--- src/rtl/instr_seq_pkg.sv ---
// Shared types for the SNACKS control sequencer: opcodes, FSM states and
// instruction classes.
package instr_seq_pkg;

  typedef enum logic [3:0] {
    OP_CLR, OP_ADD, OP_SUB, OP_AND, OP_OR,  OP_SL,  OP_SR,  OP_SET,
    OP_INC, OP_DEC, OP_ADC, OP_BZ,  OP_BNZ, OP_JMP, OP_LD,  OP_ST
  } op_code;

  typedef enum logic [2:0] {
    S_IDLE, S_FETCH, S_DECODE, S_EXEC, S_MEM, S_WB, S_DONE, S_ERR
  } seq_state_t;

  typedef enum logic [2:0] {
    IC_ALU, IC_BRZ, IC_BRNZ, IC_JUMP, IC_LOAD, IC_STORE
  } instr_class_t;

endpackage

--- src/rtl/instr_seq_class_dec.sv ---
// Combinational instruction classifier: {inst_type, inst_op} -> instr_class_t.
// Set-immediate instructions (inst_type=0) always behave as ALU writes.
module instr_class_dec
  import instr_seq_pkg::*;
(
  input  logic       inst_type,
  input  logic [3:0] inst_op,
  output logic [2:0] cls
);

  instr_class_t c;

  always_comb begin
    c = IC_ALU;
    if (inst_type) begin
      case (op_code'(inst_op))
        OP_BZ:   c = IC_BRZ;
        OP_BNZ:  c = IC_BRNZ;
        OP_JMP:  c = IC_JUMP;
        OP_LD:   c = IC_LOAD;
        OP_ST:   c = IC_STORE;
        default: c = IC_ALU;
      endcase
    end
  end

  assign cls = c;

endmodule

--- src/rtl/instr_seq.sv ---
// Multi-cycle fetch/decode/exec/mem/wb sequencer for the SNACKS core.
// Optional perf counters (cyc_cnt, ret_cnt) are enabled by INSTR_SEQ_PERF_EN.
module instr_seq
  import instr_seq_pkg::*;
#(
  parameter int MEM_TIMEOUT = 8,
  parameter int TO_W        = 8
) (
  input  logic        clk,
  input  logic        rst_n,
  input  logic        start,
  input  logic        pc_last,
  input  logic        inst_type,
  input  logic [3:0]  inst_op,
  input  logic        zero,
  input  logic        dmem_ack,
  output logic        ir_load,
  output logic        pc_inc,
  output logic        pc_branch,
  output logic        pc_jump,
  output logic        reg_we,
  output logic        mem_to_reg,
  output logic        dmem_req,
  output logic        dmem_we,
  output logic        busy,
  output logic        done,
  output logic        err
`ifdef INSTR_SEQ_PERF_EN
  ,
  output logic [15:0] cyc_cnt,
  output logic [15:0] ret_cnt
`endif
);

  localparam logic [TO_W-1:0] TO_MAX = TO_W'(MEM_TIMEOUT - 1);

  seq_state_t      state;
  logic            lat_type;
  logic [3:0]      lat_op;
  logic [TO_W-1:0] to_cnt;
  logic [2:0]      cls_raw;
  instr_class_t    cls;

  instr_class_dec u_dec (
    .inst_type (lat_type),
    .inst_op   (lat_op),
    .cls       (cls_raw)
  );

  assign cls = instr_class_t'(cls_raw);

  always_ff @(posedge clk) begin
    if (!rst_n) begin
      state    <= S_IDLE;
      lat_type <= 1'b0;
      lat_op   <= 4'd0;
      to_cnt   <= '0;
    end else begin
      case (state)
        S_IDLE:   if (start) state <= S_FETCH;
        S_FETCH:  state <= pc_last ? S_DONE : S_DECODE;
        S_DECODE: begin
          lat_type <= inst_type;
          lat_op   <= inst_op;
          state    <= S_EXEC;
        end
        S_EXEC: begin
          if (cls == IC_LOAD || cls == IC_STORE) begin
            to_cnt <= '0;
            state  <= S_MEM;
          end else begin
            state  <= S_FETCH;
          end
        end
        S_MEM: begin
          // An ack in the last allowed cycle takes priority over the timeout.
          if (dmem_ack)              state  <= (cls == IC_STORE) ? S_FETCH : S_WB;
          else if (to_cnt == TO_MAX) state  <= S_ERR;
          else                       to_cnt <= to_cnt + 1'b1;
        end
        S_WB:     state <= S_FETCH;
        S_DONE:   if (start) state <= S_FETCH;
        S_ERR:    state <= S_ERR;
        default:  state <= S_IDLE;
      endcase
    end
  end

  always_comb begin
    ir_load    = 1'b0;
    pc_inc     = 1'b0;
    pc_branch  = 1'b0;
    pc_jump    = 1'b0;
    reg_we     = 1'b0;
    mem_to_reg = 1'b0;
    dmem_req   = 1'b0;
    dmem_we    = 1'b0;
    busy       = 1'b0;
    done       = 1'b0;
    err        = 1'b0;
    case (state)
      S_FETCH: begin
        busy    = 1'b1;
        ir_load = !pc_last;
      end
      S_DECODE: busy = 1'b1;
      S_EXEC: begin
        busy = 1'b1;
        case (cls)
          IC_ALU:   begin reg_we = 1'b1; pc_inc = 1'b1; end
          IC_BRZ:   begin pc_branch = zero;  pc_inc = !zero; end
          IC_BRNZ:  begin pc_branch = !zero; pc_inc = zero;  end
          IC_JUMP:  pc_jump = 1'b1;
          default:  ;
        endcase
      end
      S_MEM: begin
        busy     = 1'b1;
        dmem_req = 1'b1;
        dmem_we  = (cls == IC_STORE);
        pc_inc   = (cls == IC_STORE) && dmem_ack;
      end
      S_WB: begin
        busy       = 1'b1;
        reg_we     = 1'b1;
        mem_to_reg = 1'b1;
        pc_inc     = 1'b1;
      end
      S_DONE:  done = 1'b1;
      S_ERR:   err  = 1'b1;
      default: ;
    endcase
  end

`ifdef INSTR_SEQ_PERF_EN
  logic run_clr;
  assign run_clr = start && (state == S_IDLE || state == S_DONE);

  always_ff @(posedge clk) begin
    if (!rst_n || run_clr) begin
      cyc_cnt <= 16'd0;
      ret_cnt <= 16'd0;
    end else begin
      if (busy && cyc_cnt != 16'hFFFF) cyc_cnt <= cyc_cnt + 16'd1;
      if ((pc_inc || pc_branch || pc_jump) && ret_cnt != 16'hFFFF)
        ret_cnt <= ret_cnt + 16'd1;
    end
  end
`endif

endmodule

--- config.mk ---
export PLATFORM = sky130hd
export DESIGN_NAME = instr_seq
export DESIGN_NICKNAME = d
export VERILOG_FILES = /design/src/rtl/instr_seq_pkg.sv /design/src/rtl/instr_seq_class_dec.sv /design/src/rtl/instr_seq.sv
export SDC_FILE = /design/constraint.sdc
export NUM_CORES = 1
export LEC_CHECK = 0
export CORE_MARGIN = 2
export CORE_UTILIZATION = 33
export CTS_BUF_LIST = sky130_fd_sc_hd__clkbuf_8
export DETAILED_ROUTE_END_ITERATION = 10
export DONT_BUFFER_PORTS = 1
export PLACE_DENSITY = 0.55
export SLEW_MARGIN = 10
export SYNTH_ARGS = -nofsm -noshare
export SYNTH_HDL_FRONTEND = slang
export SYNTH_SLANG_ARGS = --single-unit
--- constraint.sdc ---
create_clock -name clk -period 2.3 [get_ports clk]
set_input_delay 0.575 -clock clk [delete_from_list [all_inputs] [get_ports clk]]
set_output_delay 0.575 -clock clk [all_outputs]
set_load 0.1 [all_outputs]
# [Yosys cells after proc, flatten, opt, wreduce, memory -nomap -nowiden]
# Cells that the tools add are included.
[op_classes] addsub=1 n_eq_ne=23 mux=28 n_reduce_logical=11
[ops] operator="two-way mux 8 bit" count=3
[ops] operator="two-way mux 3 bit" count=7
[ops] operator="one-hot mux 3 bit (7 select lines)" count=1
[ops] operator="== test 4 bit, second input constant" count=5
[ops] operator="== test 3 bit, second input constant" count=6
[ops] operator="one-hot mux 8 bit (2 select lines)" count=1
[ops] operator="one-hot mux 3 bit (5 select lines)" count=1
[ops] operator="== test 3 x 2 -> 1 bit, second input constant" count=4
[ops] operator="two-way mux 1 bit" count=11
[ops] operator="adder 8 x 1 -> 8 bit, second input constant" count=1
[ops] operator="== test 8 x 3 -> 1 bit, second input constant" count=1
[ops] operator="== test 3 x 1 -> 1 bit, second input constant" count=2
[ops] operator="logical NOT 3 bit" count=2
[ops] operator="!= test 2 bit, second input constant" count=3
[ops] operator="one-hot mux 1 bit (3 select lines)" count=2
[ops] operator="OR reduction 5 bit" count=1
[ops] operator="one-hot mux 1 bit (2 select lines)" count=2
[ops] operator="AND reduction 4 bit" count=1
[ops] operator="!= test 3 bit, second input constant" count=1
[ops] operator="logical NOT 1 bit" count=2
[ops] operator="!= test 2 x 1 -> 1 bit, second input constant" count=1
[ops] operator="AND reduction 2 bit" count=1
[ops] operator="nonzero test 2 bit" count=1
[ops] operator="OR reduction 2 bit" count=1
[ops] operator="2 further kinds" count=2
[word_totals] register_bits=16 in_bits=11 output_inout_bits=11 elab_cells=67

# [Longest topological paths before layout]
# Gate-level depths: netlist of the first run.
[depth] ltp_word=7 ltp_mapped=6 mapped_depth_nobuf=5

# [Hierarchy]
# A second synthesis of the first run with hierarchy kept.
[unflattened] cells_unflattened=114 hier_area_um2=1013.5
[modules_own_cells] module="instr_seq" n_inst=1 cells_each=111 area_per_inst_um2=983.4 seq_area_each_um2=320.3
[modules_own_cells] module="instr_class_dec" n_inst=1 cells_each=3 area_per_inst_um2=30.0 seq_area_each_um2=0.0

# [Least setup slack after synthesis of the first run]
# OpenSTA, ideal clock, no wires.
[synth_path] kind="input-to-output" from="input port zero" to="output port pc_branch" arrival_ns=3.468 required_time_ns=1.725 setup_slack_ns=-1.743 stages=2 n_path_buf=0 path_cell_list="or4b_2 > a211oi_1"
[synth_via] elab_chain_len=3
[synth_rtl] item="from (decl)" line="instr_seq.sv:15" text="input logic zero,"
[synth_rtl] item="logical NOT 1 bit" line="instr_seq.sv:112" text="IC_BRNZ: begin pc_branch = !zero; pc_inc = zero; end"
[synth_rtl] item="one-hot mux 1 bit (2 select lines) *" line="instr_seq.sv:109" text="case (cls)"
[synth_rtl] item="two-way mux 1 bit *" line="instr_seq.sv:101" text="case (state)"
[synth_rtl] item="to (decl)" line="instr_seq.sv:19" text="output logic pc_branch,"
# Every way passes the cells marked *; elsewhere a longest branch is shown, timed or not.

# [Worst setup path in the final report of the first run]
[layout_path] from="register state[2]" to="output port pc_branch"
[layout_via] elab_chain_len=2
[layout_rtl] item="from (decl)" line="instr_seq.sv:37" text="seq_state_t state;"
[layout_rtl] item="from (signal assigned)" line="instr_seq.sv:61" text="S_FETCH: state <= pc_last ? S_DONE : S_DECODE;"
[layout_rtl] item="from (signal assigned)" line="instr_seq.sv:77" text="if (dmem_ack) state <= (cls == IC_STORE) ? S_FETCH : S_WB;"
[layout_rtl] item="== test 3 x 2 -> 1 bit" line="instr_seq.sv:101"
[layout_rtl] item="two-way mux 1 bit" line="instr_seq.sv:101"
# Every way passes these cells.

==> results of run 1 <==
-- flip-flops by register name, indices dropped and copies added (netlist names) --
signal,cells
lat_op,4
lat_type,1
state,3
to_cnt,8
-- per-layer routing --
layer	up-vias	track usage, %
met1	484	19.3
met2	19	24.2
met3	2	6.93
li1	510	-
met4	0	3.11
met5	-	0
-- metrics by stage --
stage          setup slack (ns)  cells
2_1_floorplan            -0.415    130
3_3_place_gp          -0.000660    183
6_report                  0.120    187
4_1_cts                   0.121    187
3_5_place_dp            -0.0220    183
5_1_grt                  0.0659    187
-- final cells by class --
| class | instances | share of cell area [%] |
|---|---|---|
| Inverter | 5 | 1.34 |
| Multi-Input combinational cell | 101 | 54.2 |
| Clock buffer | 4 | 3.93 |
| Timing Repair Buffer | 17 | 13.6 |
| Sequential cell | 16 | 23.0 |
| Tap cell | 44 | 3.93 |
-- path summary, 6_finish.rpt --
check            start         to  slack, ns
max           state[2]  pc_branch       0.12
min              rst_n   state[1]       0.43
max reg2reg   state[1]   state[1]       0.43
min reg2reg  to_cnt[7]  to_cnt[7]       0.48
-- cells by family after synthesis --
| family | count (synthesis) | synth area share, % |
|---|---|---|
| DFF | 16 | 29.8 |
| adders and majority gates | 1 | 1.16 |
| xor gates and xnor gates | 2 | 1.63 |
| buffers and inverters | 13 | 6.51 |
| muxes | 5 | 4.65 |
| AOI/OAI and AO/OA | 37 | 22.3 |
| and+or+nand+nor | 56 | 34.0 |
-- critical path, stage by stage, from the launching register on --
cell and delay (ns):
dfxtp_1 0.40, nand3b_1 0.39, a211oi_4 0.35, buf_12 0.21
-- cell usage in the layout (no fill, tap or decap), types with 3 or more instances in the layout --
cell type	count
nor3_1	4
a21oi_1	12
a21oi_2	3
buf_4	12
o31ai_1	3
mux2i_1	5
nand3_1	5
o21ai_0	7
clkbuf_8	4
nand2_1	5
or4_1	3
inv_1	5
dfxtp_1	15
nand4_1	3
nor2_1	9
buf_12	5
-- report_power, final --
part	switching [mW]	internal (mW)	total [mW]	leakage, nW
Combinational	0.132	0.0641	0.196	0.343
Sequential	0.0139	0.290	0.303	0.130
Clock	0.102	0.152	0.254	0.0288
Total	0.249	0.506	0.754	0.502
-- repair_timing --
item                                    4_1_cts  5_1_grt
resized for setup                             1        0
endpoints found under the setup margin        1        0
endpoints found under the hold margin         0        0
==> metrics.cfg, run 1 <==
[clocking]
cts_setup_buffers=0
clock-root-buffer=clkbuf_8
cts_htree_levels=1
cts_sinks=16
clk_path_buf_depth=2
path_clk_slew_ns=0.07
cts_buffers=3
cts_hold_buf=0
cts_tree=done
clock_latency_ns=0.26

[grt]
antenna_found_initial=0
grt_pass1_wl_um=4220
grt_start_max_net_pins=15
grt_overflow=0
grt.total_usage_pct=15.3
grt_pass1_vias=923

[finish]
syn_to_final_growth_pct=30.1
drive_gt1_share_pct=29.4
seq_area_um2=322
final_area_um2=1400
nets=156
fin_util_pct=45.5
diodes=0
fill_cells=312
multiInputGateArea_um2=759

[timing]
finalHoldViolations=0
timing.hold.ws_ns=0.435
fmax_mhz=459
rsz0062_at_grt=no
tns_ns=0
fin_skew_ns=0.00761
period_minus_slack_ns=2.18
fin_crit_sh_pct=94.8
setup_viol=0
drv_slew=0
tightest_slew_ns=0.544
relSlewSlack_pct=63.6

[critical_path]
critPathArrivalTime_ns=1.60
required_ns=1.73
cp-end-kind=output pin
startpoint_type=flip-flop
worstSetupPathType=flip-flop to output pin
reg2reg_depth=6
crit_fanout=9

[synthesis]
ys_ff_latch=16
synth_area_leader_cell=dfxtp_1
async_reset_ff_share_pct=0
synthCells=130
syn_area_per_cell_um2=8.28
syn_nets=142
synth-edff-count=0
synth_seq_area_share_pct=29.8
synth_top_area_share_pct=29.8
yosysWarnings=0
ys_types=44
yosys-top-cells-area=dfxtp_1, a21oi_1, mux2i_1
yosys-top-cells-count=dfxtp_1, a21oi_1, nor2_1
synth_flop_cell=dfxtp_1
syn_area_um2=1080
synth_most_common_cell=dfxtp_1

[min_path]
hold_class=input port to flip-flop
holdPathStages=1

[pwr]
p_leak_nw=0.502
powerDensity_nw_per_um2=539
design_power_total_uw=754
peakVddDrop_v=0.000441

[routing]
postRouteAntennaNets=0
firstDrtPassIters=4
routedWlPerCell_um=13.7
dr_total_vias=1015
m1WireLength_um=1130
topRoutingLayerUsed=met4
drc=0
wirelength_um=2560
wl_met2_um=1230
wl_met3_um=178
via_per_inst=5.43
first_iter_violations=18

[placed_design]
postPlaceCellArea_um2=1340
dp_hpwl_um=1980
gp_congestion=0.810
portBuffers=0

[floorplan]
io_pins=22
core_area_um2=3080
die_x_um=61.1
die_y_um=61.1
rows=20
start_util_pct=35.0
die_area_um2=3730

[run_status]
status=finished clean

[flow_run]
maxCapViolations=0

No activity file was read; power rests on OpenSTA's default activity.
==> run 2: changes to the inputs <==
MAX_ROUTING_LAYER = met4   (was not set)
==> run 2 against run 1 <==
Net effect: via count is the same; worst hold slack is the same; utilization is the same; wire length is the same; clock power is essentially flat; global-route usage grew 0.48 points; worst setup slack is the same; final area is the same.
==> metrics.cfg, run 2 (synthesis results as in run 1) <==
[run_status]
status=finished clean

[finish]
syn_to_final_growth_pct=30.1
mostFrequentLayoutCells=dfxtp_1, a21oi_1, buf_4
drive_gt1_share_pct=29.4
final_area_um2=1400
largest_register_ffs=8
nets=156
regMostFlops=to_cnt
reg.largest.list=to_cnt x8, lat_op x4, state x3
final_common_cell=dfxtp_1
diodes=0

[pwr]
design_power_total_uw=754
powerDensity_nw_per_um2=539
peakVddDrop_v=0.000441
p_leak_nw=0.502

[critical_path]
endpoint=pc_branch
reg2reg_depth=6
crit_fanout=9
cp-end-kind=output pin
r2r-end=state[1]
startpoint_type=flip-flop
critPathArrivalTime_ns=1.60
required_ns=1.73
regToRegSetupSlack_ns=0.43
r2r_start=state[1]
worstSetupPathType=flip-flop to output pin
crit_start=state[2]

[routing]
dr_total_vias=1015
wirelength_um=2560
drc=0
firstDrtPassIters=4
via_per_inst=5.43
routedWlPerCell_um=13.7
first_iter_violations=22
postRouteAntennaNets=0

[timing]
setup_viol=0
fin_skew_ns=0.00761
fin_crit_sh_pct=94.8
fmax_mhz=459
relSlewSlack_pct=63.6
setup_ws_ns=0.120
drv_slew=0
tns_ns=0
tightest_slew_ns=0.544
period_minus_slack_ns=2.18
rsz0062_at_grt=no
finalHoldViolations=0

[clocking]
path_clk_slew_ns=0.07
cts_buffers=3
cts_htree_levels=1
cts_hold_buf=0
cts_sinks=16
cts_tree=done
cts_setup_buffers=0
clock_latency_ns=0.26
clk_path_buf_depth=2
clock-root-buffer=clkbuf_8

[placed_design]
pre_cts_ws_ns=-0.0220
postPlaceCellArea_um2=1340
gp_congestion=0.822
dp_hpwl_um=1980
portBuffers=0

[floorplan]
die_y_um=61.1
die_x_um=61.1
rows=20
core_area_um2=3080
io_pins=22
die_area_um2=3730
start_util_pct=35.0

[grt]
grt_overflow=0
grt.total_usage_pct=15.7
grt_pass1_wl_um=4220
grt_start_max_net_pins=15
antenna_found_initial=0
grt_pass1_vias=923

[flow_run]
maxCapViolations=0

[min_path]
hold_class=input port to flip-flop

## run 2: worst max-delay path, stage by stage (launching register included)
cell and delay (ns):
dfxtp_1 0.40, nand3b_1 0.39, a211oi_4 0.35, buf_12 0.21
## run 2: worst min path at each step
stage / start / end / slack (ns) / cells after the start
final: rst_n / state[1] / 0.43 / 1
after CTS: rst_n / state[1] / 0.43 / 1
after global placement: to_cnt[7] / to_cnt[7] / 0.46 / 2
after global routing: rst_n / state[1] / 0.43 / 1
after detailed placement: to_cnt[7] / to_cnt[7] / 0.47 / 2
after floorplan: to_cnt[7] / to_cnt[7] / 0.45 / 2
## run 2: power by group
| group | total, mW | internal [mW] | switching [mW] |
|---|---|---|---|
| clock network | 0.254 | 0.152 | 0.102 |
| logic | 0.196 | 0.0641 | 0.132 |
| registers | 0.303 | 0.290 | 0.0139 |
| total | 0.754 | 0.506 | 0.249 |
## run 2: timing repair
item                                    CTS  global route
endpoints found under the setup margin    1             0
hold endpoints to repair                  0             0
resized for setup                         1             0
## run 2: per-layer routing
| layer | vias to the layer above | track usage, % | part of all wire, % |
|---|---|---|---|
| met5 | - | - | 0 |
| met2 | 19 | 24.2 | 48 |
| met1 | 484 | 19.3 | 44 |
| li1 | 510 | - | - |
| met3 | 2 | 6.93 | 7.0 |
| met4 | 0 | 3.11 | 0.63 |
## run 2: layout make-up
cell class,count,area [um^2]
inverters,5,18.8
fillers,312,1680
clock buffers,4,55.1
multi-input cells,101,759
well taps,44,55.1
repair buffers,17,190
flip-flops and latches,16,322
## run 2: through the flow
stage,instances,utilization (%),hold slack [ns]
6_report,187,45.5,0.435
5_1_grt,187,45.5,0.432
4_1_cts,187,45.5,0.434
3_5_place_dp,183,43.6,0.473
3_3_place_gp,183,43.6,0.463
2_1_floorplan,130,-,0.447
